`config.mk`:
```
export PLATFORM = sky130hd
export DESIGN_NAME = des_round_ctrl_flat
export DESIGN_NICKNAME = d
export VERILOG_FILES = /design/src/rtl/des_round_ctrl_if.sv /design/src/rtl/des_round_ctrl.sv /design/src/flat_wrapper.sv
export SDC_FILE = /design/constraint.sdc
export NUM_CORES = 1
export LEC_CHECK = 0
export ABC_AREA = 1
export CAP_MARGIN = 20
export CORE_UTILIZATION = 25
export CTS_BUF_LIST = sky130_fd_sc_hd__clkbuf_8
export DETAILED_ROUTE_END_ITERATION = 6
export GPL_TIMING_DRIVEN = 0
export SLEW_MARGIN = 20
export SYNTH_ARGS = -nofsm -noshare
export SYNTH_HDL_FRONTEND = slang
export SYNTH_SLANG_ARGS = --single-unit
```
`constraint.sdc`:
```
create_clock -name clk -period 1.4 [get_ports clk]
set_input_delay 0.35 -clock clk [delete_from_list [all_inputs] [get_ports clk]]
set_output_delay 0.35 -clock clk [all_outputs]
set_load 0.05 [all_outputs]
```
`src/rtl/des_round_ctrl_if.sv`:
```
// Command/control bundle between the block-level command port, the DES
// round controller and the round datapath (L/R regs, f-function, key schedule).
// master = command side plus datapath consumer, slave = the round controller.
interface des_round_ctrl_if #(
  parameter int IDX_W = 4
);
  // command side
  logic             start;
  logic             mode;
  logic             hold;
  logic             out_ready;
  logic             in_ready;
  logic             busy;
  logic             out_valid;
  // datapath control
  logic             load_init;
  logic             key_load;
  logic             round_en;
  logic [IDX_W-1:0] round_idx;
  logic [1:0]       key_shift;
  logic             key_dir;
  logic             final_cap;

  modport master (
    output start, mode, hold, out_ready,
    input  in_ready, busy, out_valid,
    input  load_init, key_load, round_en, round_idx, key_shift, key_dir, final_cap
  );

  modport slave (
    input  start, mode, hold, out_ready,
    output in_ready, busy, out_valid,
    output load_init, key_load, round_en, round_idx, key_shift, key_dir, final_cap
  );
endinterface

```
`src/rtl/des_round_ctrl.sv`:
```
// Sequencer for the iterative DES datapath: load, ROUNDS Feistel rounds, final capture, result handshake.
// Latency: start accepted to out_valid is ROUNDS+2 cycles, plus one cycle per cycle of hold in ROUND.
// Backpressure: hold stalls rounds in place; result held in DONE until out_ready; start only taken in IDLE.
module des_round_ctrl #(
  parameter int ROUNDS = 16,
  parameter int IDX_W  = 4
) (
  input  logic             clk,
  input  logic             rst,
  des_round_ctrl_if.slave  bus
);

  typedef enum logic [2:0] {
    S_IDLE  = 3'd0,
    S_LOAD  = 3'd1,
    S_ROUND = 3'd2,
    S_FINAL = 3'd3,
    S_DONE  = 3'd4
  } state_t;

  localparam logic [IDX_W-1:0] LAST_IDX = IDX_W'(ROUNDS - 1);

  state_t           state_q, state_d;
  logic [IDX_W-1:0] idx_q, idx_d;
  logic             dir_q, dir_d;

  logic             in_ready_c;
  logic             busy_c;
  logic             out_valid_c;
  logic             load_init_c;
  logic             key_load_c;
  logic             round_en_c;
  logic [IDX_W-1:0] round_idx_c;
  logic [1:0]       key_shift_c;
  logic             final_cap_c;

  // Rotation schedule. Decrypt rotates right and skips the rotate in round 0
  // because the key register already holds K16's pre-rotation state after PC-1.
  function automatic logic [1:0] shift_amt(input logic dir, input logic [IDX_W-1:0] idx);
    logic single;
    single = (idx == IDX_W'(0)) || (idx == IDX_W'(1)) ||
             (idx == IDX_W'(8)) || (idx == IDX_W'(15));
    if (dir && (idx == IDX_W'(0))) begin
      shift_amt = 2'd0;
    end else if (single) begin
      shift_amt = 2'd1;
    end else begin
      shift_amt = 2'd2;
    end
  endfunction

  // State, round counter and latched direction; reset drops straight to IDLE.
  always_ff @(posedge clk or negedge rst) begin
    if (!rst) begin
      state_q <= S_IDLE;
      idx_q   <= '0;
      dir_q   <= 1'b0;
    end else begin
      state_q <= state_d;
      idx_q   <= idx_d;
      dir_q   <= dir_d;
    end
  end

  // Next-state and Moore-style strobes; round_en alone also depends on hold.
  always_comb begin
    state_d     = state_q;
    idx_d       = idx_q;
    dir_d       = dir_q;
    in_ready_c  = 1'b0;
    busy_c      = 1'b1;
    out_valid_c = 1'b0;
    load_init_c = 1'b0;
    key_load_c  = 1'b0;
    round_en_c  = 1'b0;
    round_idx_c = idx_q;
    key_shift_c = 2'd0;
    final_cap_c = 1'b0;

    unique case (state_q)
      S_IDLE: begin
        in_ready_c = 1'b1;
        busy_c     = 1'b0;
        if (bus.start) begin
          dir_d   = bus.mode;
          state_d = S_LOAD;
        end
      end
      S_LOAD: begin
        load_init_c = 1'b1;
        key_load_c  = 1'b1;
        round_idx_c = '0;
        idx_d       = '0;
        state_d     = S_ROUND;
      end
      S_ROUND: begin
        round_en_c = ~bus.hold;
        if (round_en_c) begin
          key_shift_c = shift_amt(dir_q, idx_q);
          if (idx_q == LAST_IDX) begin
            idx_d   = '0;
            state_d = S_FINAL;
          end else begin
            idx_d = idx_q + IDX_W'(1);
          end
        end
      end
      S_FINAL: begin
        final_cap_c = 1'b1;
        state_d     = S_DONE;
      end
      S_DONE: begin
        out_valid_c = 1'b1;
        if (bus.out_ready) begin
          state_d = S_IDLE;
        end
      end
      default: begin
        state_d = S_IDLE;
        idx_d   = '0;
      end
    endcase
  end

  assign bus.in_ready  = in_ready_c;
  assign bus.busy      = busy_c;
  assign bus.out_valid = out_valid_c;
  assign bus.load_init = load_init_c;
  assign bus.key_load  = key_load_c;
  assign bus.round_en  = round_en_c;
  assign bus.round_idx = round_idx_c;
  assign bus.key_shift = key_shift_c;
  assign bus.key_dir   = dir_q;
  assign bus.final_cap = final_cap_c;

endmodule

```
`src/flat_wrapper.sv`:
```
// flat-port wrapper written by rule: the top's interface ports become plain ports
module des_round_ctrl_flat 
#(
  parameter int ROUNDS = 16,
  parameter int IDX_W  = 4
)
  (clk, rst, bus_start, bus_mode, bus_hold, bus_out_ready, bus_in_ready, bus_busy, bus_out_valid, bus_load_init, bus_key_load, bus_round_en, bus_round_idx, bus_key_shift, bus_key_dir, bus_final_cap);
  des_round_ctrl_if #(.IDX_W(IDX_W)) bus_i ();
  input  logic clk;
  input  logic rst;
  input wire logic [$bits(bus_i.start)-1:0] bus_start;
  input wire logic [$bits(bus_i.mode)-1:0] bus_mode;
  input wire logic [$bits(bus_i.hold)-1:0] bus_hold;
  input wire logic [$bits(bus_i.out_ready)-1:0] bus_out_ready;
  output wire logic [$bits(bus_i.in_ready)-1:0] bus_in_ready;
  output wire logic [$bits(bus_i.busy)-1:0] bus_busy;
  output wire logic [$bits(bus_i.out_valid)-1:0] bus_out_valid;
  output wire logic [$bits(bus_i.load_init)-1:0] bus_load_init;
  output wire logic [$bits(bus_i.key_load)-1:0] bus_key_load;
  output wire logic [$bits(bus_i.round_en)-1:0] bus_round_en;
  output wire logic [$bits(bus_i.round_idx)-1:0] bus_round_idx;
  output wire logic [$bits(bus_i.key_shift)-1:0] bus_key_shift;
  output wire logic [$bits(bus_i.key_dir)-1:0] bus_key_dir;
  output wire logic [$bits(bus_i.final_cap)-1:0] bus_final_cap;
  assign bus_i.start = bus_start;
  assign bus_i.mode = bus_mode;
  assign bus_i.hold = bus_hold;
  assign bus_i.out_ready = bus_out_ready;
  assign bus_in_ready = bus_i.in_ready;
  assign bus_busy = bus_i.busy;
  assign bus_out_valid = bus_i.out_valid;
  assign bus_load_init = bus_i.load_init;
  assign bus_key_load = bus_i.key_load;
  assign bus_round_en = bus_i.round_en;
  assign bus_round_idx = bus_i.round_idx;
  assign bus_key_shift = bus_i.key_shift;
  assign bus_key_dir = bus_i.key_dir;
  assign bus_final_cap = bus_i.final_cap;
  des_round_ctrl #(.ROUNDS(ROUNDS), .IDX_W(IDX_W)) u_core (.clk(clk), .rst(rst), .bus(bus_i));
endmodule
```
# Word level (Yosys, flattened, before mapping)
# Index checks and enable logic that the tools add are counted.
[totals] output_inout_bits=14 regBits=8 word_cells=46 inputBits=6
[classes] eq_ne=11 add_sub_neg=1 n_reduce_logical=10 n_bitwise=2 n_mux=19
[ops] op="3-bit one-hot mux with 5 select lines" n=1
[ops] op="3-bit two-way mux" n=4
[ops] op="4-bit two-way mux" n=3
[ops] op="4-bit == test, second input constant" n=2
[ops] op="2-bit two-way mux" n=4
[ops] op="4-bit one-hot mux with 2 select lines" n=1
[ops] op="3-bit by 2-bit == test with 1-bit output, second input constant" n=2
[ops] op="1-bit two-way mux" n=6
[ops] op="2-bit != test, second input constant" n=3
[ops] op="4-bit by 1-bit adder with 4-bit output, second input constant" n=1
[ops] op="4-bit by 1-bit == test with 1-bit output, second input constant" n=1
[ops] op="4-bit zero test" n=1
[ops] op="2-bit AND reduction" n=2
[ops] op="4-bit AND reduction" n=1
[ops] op="3-bit by 1-bit == test with 1-bit output, second input constant" n=1
[ops] op="3-bit == test, second input constant" n=1
[ops] op="3-bit zero test" n=1
[ops] op="1-bit logical OR" n=3
[ops] op="3-bit OR reduction" n=1
[ops] op="2-bit by 1-bit != test with 1-bit output, second input constant" n=1
[ops] op="1-bit inverter" n=2
[ops] op="1-bit logical AND" n=1

# Depth between registers and ports, before layout
# Gate-level depths: netlist of the first run.
[logic_depth] word_depth=8 depth_mapped=7 mapped_depth_nobuf=7

# Least setup slack after synthesis of the first run
# No wires, ideal clock.
[synth_path] path_kind="register to output" from="register u_core.state_q[1]" to="output bus_round_idx[0]" slack_ps=-1160 path_buffers=0 stages_incl_launch_ff=5 t_arrival_ps=2210 required_ps=1050 path_cell_list="dfrtp_1 > nor3_1 > inv_1 > nand2_1 > inv_1"
[synth_via] elab_chain_cells=2
[synth_lines] element="start, declared" line_no="des_round_ctrl.sv:23" text="state_t state_q, state_d;"
[synth_lines] element="start signal, assigned" line_no="des_round_ctrl.sv:59" text="state_q <= state_d;"
[synth_lines] element="3-bit by 1-bit == test with 1-bit output" line_no="des_round_ctrl.sv:80" text="unique case (state_q)"
[synth_lines] element="4-bit two-way mux" line_no="des_round_ctrl.sv:80"
[synth_lines] element="end, declared" line_no="flat_wrapper.sv:21" text="output wire logic [$bits(bus_i.round_idx)-1:0] bus_round_idx;"
# No other way between the ends.

# Final worst setup path of the first run
[layout_path] from="register u_core.idx_q[1]" to="output bus_key_shift[0]"
[layout_via] elab_chain_cells=8 elab_cells_between_ends=12 cone_classes="eq/ne: 3; mux: 4; reduce/logical: 5"
[layout_lines] element="start, declared" line_no="des_round_ctrl.sv:24" text="logic [IDX_W-1:0] idx_q, idx_d;"
[layout_lines] element="start signal, assigned" line_no="des_round_ctrl.sv:60" text="idx_q <= idx_d;"
[layout_lines] element="4-bit by 1-bit == test with 1-bit output / 4-bit zero test (equally long branches)" line_no="des_round_ctrl.sv:41, des_round_ctrl.sv:43"
[layout_lines] element="1-bit logical OR (2 in a row)" line_no="des_round_ctrl.sv:41" text="single = (idx == IDX_W'(0)) || (idx == IDX_W'(1)) ||"
[layout_lines] element="1-bit logical OR" line_no="des_round_ctrl.sv:42" text="(idx == IDX_W'(8)) || (idx == IDX_W'(15));"
[layout_lines] element="2-bit two-way mux" line_no="des_round_ctrl.sv:45" text="end else if (single) begin"
[layout_lines] element="2-bit two-way mux *" line_no="des_round_ctrl.sv:43" text="if (dir && (idx == IDX_W'(0))) begin"
[layout_lines] element="2-bit two-way mux *" line_no="des_round_ctrl.sv:98" text="if (round_en_c) begin"
[layout_lines] element="2-bit two-way mux *" line_no="des_round_ctrl.sv:80"
[layout_lines] element="end, declared" line_no="flat_wrapper.sv:22" text="output wire logic [$bits(bus_i.key_shift)-1:0] bus_key_shift;"
# Every way passes the cells marked *; elsewhere a longest branch is shown, timed or not.

==> run_results.csv, run 1 <==
group,metric,value,unit
cells_and_area,drive_gt1_share,51.88,%
worst_setup_path,crit_path_end,"bus_key_shift[0]",
placed_design,dpl.cell_count,136,
worst_setup_path,r2r_slack,0.06,ns
cells_and_area,antenna_cells,0,
worst_setup_path,critPathArrivalTime,1.56,ns
routing,drc,0,
floorplanning,die_w,50.24,µm
worst_setup_path,crit_required,1.05,ns
cells_and_area,post-route-util,54.24,%
routing,viasPerCell,4.565,
worst_setup_path,worst-path-stages,7,
pwr,irDropWorstVdd,1710,µV
global_routing,grt_start_max_net_pins,9,
sta,worst_slack,-0.5098,ns
routing,wl_per_cell,11.01,µm
global_routing,grt_pass1_vias,656,
sta,whs,0.4115,ns
sta,slew_headroom,73.06,%
routing,drtIter0Drc,19,
floorplanning,start_util,26.30,%
sta,clock_skew,0.003541,ns
worst_setup_path,path_max_fanout,3,
outcome,violations,"negative setup slack",
sta,fin_crit_sh,136.4,%
global_routing,grt_first_pass_wirelength,2.884,mm
sta,tightest_slew,0.4028,ns
clock_tree,cts_max_level,1,
cells_and_area,finalNonFillerCells,161,
sta,fmax,523.6,MHz
synthesis,ys_seq_area_share,34.41,%
floorplanning,die_height,50.24,µm
cells_and_area,nets,144,
placed_design,gp_congestion,0.8022,
routing,ant_nets,0,
job,max_cap_viol_count,0,
floorplanning,coreArea,2212,µm²
worst_setup_path,timing.rr.end,"u_core.state_q[0]",
sta,finalMaxSlewViolations,0,
worst_setup_path,worstSetupStartpoint,"u_core.idx_q[1]",
clock_tree,path_clk_slew,0.05,ns
sta,hold_viol,0,
clock_tree,cts-hold-fix-buffers,0,
placed_design,portBuffers,19,
synthesis,synth_warnings,0,
cells_and_area,area_growth,106.2,%
synthesis,netlist_area,581.8,µm²
outcome,status,"complete, but fails checks",
worst_setup_path,slowest_stage,"dfrtp_1",
cells_and_area,layout_commonest_cell,"nand2_1",
clock_tree,insertion_delay,0.23,ns
clock_tree,clockBufferDepth,2,
routing,first_pass_iters,4,
sta,rsz0062_at_grt,"true",
floorplanning,io_pins,20,
sta,setup-violations-final,13,
clock_tree,cts_buffers,3,
sta,finalSetupTns,-3.218,ns
worst_setup_path,cp-end-kind,"output pin",
worst_setup_path,crit_type,"reg -> out",
floorplanning,dieArea,2524,µm²
routing,vias,735,
placed_design,post-dp-hpwl,1.043,mm
placed_design,pre_cts_ws,-0.9533,ns
routing,routed_wl,1.772,mm
synthesis,synth_cell_types,19,
synthesis,syn_avg_cell_area,6.537,µm²
worst_setup_path,cp_slowest_stage_delay,0.43,ns
clock_tree,cts_root_buf,"clkbuf_8",
worst_setup_path,critical-path-top-delay-family,"simple AND/OR/NAND/NOR gates",
cells_and_area,mostFrequentLayoutCells,"nand2_1 (19), buf_6 (17), buf_4 (14)",
clock_tree,cts.sinks,8,
floorplanning,rows,17,
worst_setup_path,r2r-start,"u_core.state_q[2]",
worst_setup_path,crit_buf_inv,3,
min_path,hold_class,"in -> async",
global_routing,grt_overflow,0,
worst_setup_path,crit_chain,"inv_2, ha_4, inv_2, nor2_2, nand3b_1, and3_4, buf_8",
global_routing,grtUsageTotal,15.40,%
global_routing,antenna_found_initial,0,
synthesis,synth_seq_cells,8,
clock_tree,cts_tree,"built",
sta,min_period,1.910,ns
synthesis,syn_inst,89,
pwr,power_density,2579,nW/µm²
worst_setup_path,cp-start-kind,"register",
worst_setup_path,critPathMostFrequentCell,"inv_2",
worst_setup_path,rr_worst_depth,10,
synthesis,synth_fp_nets,98,
pwr,p_leak,0.6134,nW
cell families (layout without fill, tap and decap cells):
kind of cell	after synthesis	after routing	share of synthesized area, %
adders and majority gates	3	3	6.452
buffers and inverters	23	67	15.70
AOI/OAI and AO/OA	6	6	5.160
and+or+nand+nor	49	49	38.28
DFF	8	8	34.41
registers in the layout, summed over array words and instances, names as in the netlist:
signal              cells
u_core.idx_q            4
u_core.state_q          3
u_core.bus.key_dir      1
per-stage QoR:
stage	total power, mW	area (µm²)
after floorplan	1.533	635.6
after global placement	1.915	860.8
after detailed placement	1.932	860.8
after CTS	2.734	1081
after global routing	3.269	1200
final	3.095	1200
where the power goes:
| group | switching [mW] | leakage (nW) | internal [mW] |
|---|---|---|---|
| Sequential | 0.0818 | 0.102 | 0.315 |
| Combinational | 1.33 | 0.490 | 1.08 |
| Clock | 0.102 | 0.0216 | 0.187 |
routing by layer:
layer / track usage (%) / up-vias / wire length [µm]
li1: - / 362 / -
met2: 23.78 / 26 / 930
met4: 6.190 / 0 / 18
met5: 0 / - / 0
met1: 20.41 / 342 / 737
met3: 3.636 / 5 / 86
Yosys cell counts:
cell	n	area [µm²]
inv_1	20	75.07
o21ai_1	3	15.01
nor2_4	1	11.26
nor2_1	9	33.78
nor2_2	2	12.51
nand4_1	1	6.260
a21oi_1	1	5.000
nand3b_1	1	7.510
clkinv_1	1	3.750
o21ai_0	2	10.01
buf_4	1	7.510
dfrtp_1	8	200.2
nor3_1	3	15.01
ha_1	3	37.54
nand2_1	21	78.83
and3_1	1	6.260
nand2_2	1	6.260
nand3_1	9	45.04
buf_2	1	5.000
worst min path at each step:
| stage | start | slack, ns | endpoint | cells past startpoint |
|---|---|---|---|---|
| 2_1_floorplan | rst | 0.05 | u_core.bus.key_dir | 0 |
| 3_3_place_gp | u_core.bus.key_dir | 0.53 | u_core.bus.key_dir | 2 |
| 3_5_place_dp | u_core.bus.key_dir | 0.55 | u_core.bus.key_dir | 2 |
| 4_1_cts | rst | 0.42 | u_core.idx_q[2] | 1 |
| 5_1_grt | rst | 0.46 | u_core.idx_q[2] | 1 |
| 6_report | rst | 0.41 | u_core.idx_q[2] | 1 |
timing repair:
action | CTS | global route
endpoints found under the setup margin | 14 | 17
cloned | 0 | 0
pin swaps | 8 | 11
buffers inserted | 14 | 8
gates resized for setup | 117 | 18
cell type report:
| cell class | instances | area, µm² |
|---|---|---|
| timing repair buffer | 41 | 420.4 |
| buffer | 2 | 16.27 |
| clock buffer | 3 | 41.29 |
| multi-input combinational | 58 | 390.4 |
| tap | 28 | 35.03 |
| inverter | 21 | 92.59 |
| sequential | 8 | 203.9 |
| fill | 213 | 1012 |
Note: power is estimated with default switching activity, not from simulation.
==> inputs of run 2 (changes only) <==
- clock period: 1.4 -> 2.4 ns (I/O delays scaled with it)
==> run 2 against run 1 <==
The flow now finishes without violations. Register-to-register slack gained 1.1 ns. First-iteration DRC count fell by 68%. Combinational power decreased by 68%. Utilization decreased by 16 points. Largest cell class is now multi-input gates.
==> run_results.csv, run 2 (synthesized netlist as in run 1, its figures left out) <==
group,metric,value,unit
sta,setup-violations-final,0,
worst_setup_path,crit_type,"reg -> out",
cells_and_area,area_growth,44.30,%
clock_tree,clockBufferDepth,2,
min_path,hold_class,"reg -> reg",
worst_setup_path,r2r-start,"u_core.idx_q[0]",
global_routing,grtUsageTotal,12.06,%
floorplanning,die_height,50.24,µm
placed_design,placement.cell_area,819.5,µm²
global_routing,grt_start_max_net_pins,10,
cells_and_area,antenna_cells,0,
sta,fin_crit_sh,94.11,%
outcome,status,"finished, final reports clean",
sta,clock_skew,0.006667,ns
global_routing,grt_first_pass_wirelength,2.214,mm
pwr,p_int,0.5089,mW
floorplanning,dieArea,2524,µm²
pwr,seqPwrFrac,20.5,%
global_routing,antenna_found_initial,0,
routing,viasPerCell,4.252,
cells_and_area,nets,122,
floorplanning,rows,17,
sta,finalSetupTns,0,ns
min_path,hold_path_depth,2,
sta,rsz0062_at_grt,"false",
clock_tree,cts_root_buf,"clkbuf_8",
worst_setup_path,rr_worst_depth,6,
clock_tree,cts_setup_buffers,0,
worst_setup_path,path_max_fanout,6,
placed_design,post-dp-hpwl,1.038,mm
clock_tree,cts_tree,"built",
routing,first_pass_iters,4,
routing,wl_per_cell,9.727,µm
pwr,irDropWorstVdd,699.7,µV
worst_setup_path,cp-end-kind,"output pin",
routing,drtIter0Drc,6,
sta,fmax,442.7,MHz
min_path,worstHoldStart,"u_core.bus.key_dir",
sta,finalMaxSlewViolations,0,
global_routing,grt_pass1_vias,524,
pwr,p_leak,0.4923,nW
floorplanning,start_util,26.30,%
routing,ant_nets,0,
routing,drc,0,
worst_setup_path,timing.rr.end,"u_core.idx_q[0]",
routing,vias,591,
sta,hold_viol,0,
clock_tree,path_clk_slew,0.04,ns
floorplanning,io_pins,20,
routing,routed_wl,1.352,mm
pwr,power.switching,0.6634,mW
worst_setup_path,critPathArrivalTime,1.66,ns
floorplanning,coreArea,2212,µm²
pwr,clkPwrFrac,14.4,%
cells_and_area,largest_reg_flops,4,
cells_and_area,fin_area,839.6,µm²
clock_tree,cts_buffers,3,
cells_and_area,mostFrequentLayoutCells,"nand2_1 (21), inv_1 (20), nand3_1 (9)",
sta,tightest_slew,0.4969,ns
worst_setup_path,r2r_slack,1.16,ns
pwr,sw_frac_of_total,56.59,%
clock_tree,insertion_delay,0.24,ns
cells_and_area,post-route-util,37.95,%
placed_design,portBuffers,19,
worst_setup_path,crit_required,1.80,ns
clock_tree,cts.sinks,8,
clock_tree,cts_max_level,1,
cells_and_area,drive_gt1_share,14.41,%
worst_setup_path,cp-start-kind,"register",
job,max_cap_viol_count,0,
sta,slew_headroom,66.77,%
sta,worst_slack,0.1413,ns
min_path,hold_end,"u_core.bus.key_dir",
pwr,comb_power_share,65.0,%
sta,min_period,2.259,ns
cells_and_area,layout_commonest_cell,"nand2_1",
global_routing,grt_overflow,0,
cells_and_area,top_register,"u_core.idx_q",
placed_design,gp_congestion,0.7233,
floorplanning,die_w,50.24,µm
pwr,power_density,1396,nW/µm²
placed_design,pre_cts_ws,-0.3860,ns
==> run 2: cell count changes in the layout (fill, tap and decap cells not counted), moves of 3 or more <==
| cell | delta |
|---|---|
| buf_4 | -13 |
| dlygate4sd2_1 | +7 |
| nor2_4 | -6 |
| nor2_1 | +5 |
| buf_6 | -17 |
| inv_1 | +8 |
| inv_2 | -5 |
| clkdlybuf4s50_1 | +3 |
| buf_8 | -5 |
==> run 2: power groups by stage <==
stage	Clock (mW)	Sequential (mW)	Combinational, mW
after detailed placement	0	0.241	0.812
after global placement	0	0.240	0.802
final	0.169	0.241	0.762
after CTS	0.174	0.239	0.777
after floorplan	0	0.254	0.564
after global routing	0.178	0.249	0.828
==> run 2: final cells by class <==
type,instances,area [µm²]
plain buffers,2,12.51
clock buffers,3,41.29
fillers,252,1373
inverters,21,78.83
multi-input cells,58,302.8
flip-flops and latches,8,201.4
well taps,28,35.03
repair buffers,19,167.7
==> run 2: what timing repair did <==
action                                 4_1_cts  5_1_grt
setup endpoints to repair                   11        3
gates resized for setup                     17        6
hold buffers                                 0        0
cloned                                       0        0
endpoints found under the hold margin        0        0
pin swaps                                    0        0
==> run 2: worst max-delay path, cell delays in order, from the launching register on <==
cell and delay (ns):
dfrtp_1 0.46, nand2_1 0.08, nor2_1 0.09, clkdlybuf4s50_1 0.80
==> run 2: worst max path at each step <==
stage / endpoint / from / cells after the start
CTS: bus_key_shift[0] / u_core.idx_q[0] / 7
global route: bus_final_cap / u_core.state_q[1] / 3
global placement: bus_key_shift[0] / bus_hold / 4
detailed placement: bus_key_shift[0] / bus_hold / 4
finish: bus_final_cap / u_core.state_q[1] / 3
floorplan: bus_round_idx[0] / u_core.state_q[1] / 4
==> run 2: metal layers <==
metal / vias to the layer above / GRT usage, % / wire length [µm]
li1: 314 / - / -
met1: 258 / 15.47 / 632
met2: 14 / 18.22 / 637
met3: 5 / 0.9091 / 35
met4: 0 / 10.00 / 47
met5: - / 0 / 0
==> run 2: through the flow <==
stage,hold slack [ns],std cells,power (mW)
6_report,0.5644,139,1.172
5_1_grt,0.6024,139,1.256
4_1_cts,0.5767,139,1.190
3_5_place_dp,0.5612,136,1.053
3_3_place_gp,0.5576,136,1.042
2_1_floorplan,0.3044,89,0.8180
==> inputs of run 3 (changes only) <==
- CTS_CLUSTER_DIAMETER: not set -> 50
- clock period: 2.4 -> 2.9 ns (I/O delays scaled with it)
==> run 3 against run 2 <==
Clock skew is essentially flat. Combinational power shrank 14%. Clock power shrank 21%. Critical endpoint is now bus_key_shift[0].
==> run_results.csv, run 3 (synthesized netlist as in run 1, its figures left out) <==
group,metric,value,unit
floorplanning,coreArea,2212,µm²
cells_and_area,layout_commonest_cell,"nand2_1",
job,max_cap_viol_count,0,
sta,rsz0062_at_grt,"false",
outcome,status,"finished, final reports clean",
sta,clock_skew,0.006632,ns
routing,drtIter0Drc,6,
cells_and_area,area_growth,46.67,%
cells_and_area,drive_gt1_share,9.009,%
sta,tightest_slew,0.4998,ns
routing,wl_per_cell,8.942,µm
cells_and_area,fin_area,853.3,µm²
global_routing,grt_start_max_net_pins,10,
worst_setup_path,cp-end-kind,"output pin",
clock_tree,cts_tree,"built",
clock_tree,path_clk_slew,0.04,ns
sta,hold_viol,0,
clock_tree,cts-hold-fix-buffers,0,
placed_design,gp_congestion,0.8226,
cells_and_area,finalNonFillerCells,139,
floorplanning,die_height,50.24,µm
floorplanning,rows,17,
worst_setup_path,cp-start-kind,"primary input",
placed_design,pre_cts_ws,-0.1341,ns
pwr,report.power.total,0.9883,mW
pwr,p_leak,0.4757,nW
pwr,irDropWorstVdd,666.0,µV
routing,vias,557,
cells_and_area,fillerInstances,250,
min_path,hold_path_depth,2,
worst_setup_path,rr_worst_depth,6,
global_routing,grt_pass1_vias,507,
placed_design,post-dp-hpwl,976.7,µm
min_path,worstHoldStart,"u_core.bus.key_dir",
cells_and_area,nets,122,
pwr,power_density,1158,nW/µm²
floorplanning,start_util,26.30,%
global_routing,antenna_found_initial,0,
routing,ant_nets,0,
clock_tree,clockBufferDepth,2,
sta,worst_slack,0.1656,ns
sta,finalSetupTns,0,ns
floorplanning,dieArea,2524,µm²
clock_tree,cts_setup_buffers,0,
min_path,hold_class,"reg -> reg",
worst_setup_path,crit_buf_inv,2,
routing,drc,0,
clock_tree,cts_max_level,1,
sta,fin_crit_sh,94.29,%
clock_tree,insertion_delay,0.23,ns
sta,slew_headroom,66.62,%
sta,finalMaxSlewViolations,0,
global_routing,grtUsageTotal,11.50,%
sta,fmax,365.7,MHz
worst_setup_path,r2r-start,"u_core.idx_q[0]",
cells_and_area,antenna_cells,0,
global_routing,grt_overflow,0,
worst_setup_path,slowest_stage,"dlygate4sd2_1",
worst_setup_path,timing.rr.end,"u_core.idx_q[0]",
routing,first_pass_iters,4,
cells_and_area,largest_reg_flops,4,
worst_setup_path,critical-path-top-delay-family,"buffers and inverters",
min_path,hold_end,"u_core.bus.key_dir",
sta,setup-violations-final,0,
worst_setup_path,critPathArrivalTime,2.01,ns
routing,routed_wl,1.243,mm
worst_setup_path,crit_required,2.17,ns
global_routing,grt_first_pass_wirelength,2.159,mm
worst_setup_path,crit_type,"in -> out",
sta,min_period,2.734,ns
clock_tree,cts.sinks,8,
routing,viasPerCell,4.007,
floorplanning,die_w,50.24,µm
worst_setup_path,r2r_slack,1.68,ns
cells_and_area,post-route-util,38.57,%
sta,whs,0.5452,ns
clock_tree,cts_root_buf,"clkbuf_8",
cells_and_area,top_register,"u_core.idx_q",
worst_setup_path,path_max_fanout,4,
cells_and_area,mostFrequentLayoutCells,"nand2_1 (21), inv_1 (20), clkdlybuf4s50_1 (16)",
placed_design,placement.cell_area,812.0,µm²
clock_tree,cts_buffers,3,
placed_design,dpl.cell_count,136,
worst_setup_path,crit_chain,"clkdlybuf4s50_1, nor2_1, and3_1, dlygate4sd2_1",
placed_design,portBuffers,19,
worst_setup_path,cp_slowest_stage_delay,0.52,ns
floorplanning,io_pins,20,
## run 3: worst max path at each step
stage               slack [ns]               end  depth (start not counted)     start
floorplan                 0.20  bus_key_shift[0]                          2  bus_hold
global placement         -0.11  bus_key_shift[0]                          4  bus_hold
detailed placement       -0.13  bus_key_shift[0]                          4  bus_hold
CTS                       0.01      bus_round_en                          3  bus_hold
global route              0.09  bus_key_shift[0]                          4  bus_hold
finish                    0.17  bus_key_shift[0]                          4  bus_hold
## run 3: area by class of cell
cell class | instances | area (µm²) | share of cell area, %
Sequential cell | 8 | 200.2 | 23.46
Buffer | 2 | 12.51 | 1.466
Inverter | 21 | 78.83 | 9.238
Multi-Input combinational cell | 58 | 295.3 | 34.60
Timing Repair Buffer | 19 | 190.2 | 22.29
Tap cell | 28 | 35.03 | 4.106
Clock buffer | 3 | 41.29 | 4.839
## run 3: power breakdown
part	switching (mW)	total, mW	internal (mW)	leakage [nW]
Combinational	0.446	0.657	0.211	0.348
Sequential	0.0487	0.197	0.148	0.106
Clock	0.0443	0.134	0.0900	0.0216
Total	0.539	0.988	0.449	0.476
## run 3: per-layer routing
metal	routed length, µm	global-route usage, %	vias up
li1	-	-	312
met1	664	14.76	229
met2	517	17.11	14
met3	53	4.545	2
met4	8	4.286	0
met5	0	0	-
## run 3: worst min-delay path, delay by kind of cell, from the launching register on
family           cells  cell delay [ns]
AND/OR/NAND/NOR      1             0.05
flip-flops           1             0.37
AO/OA/AOI/OAI        1             0.09
## run 3: repair_timing
action | in CTS | in global routing
endpoints found under the hold margin | 0 | 0
endpoints found under the setup margin | 2 | 1
gates resized for setup | 2 | 1
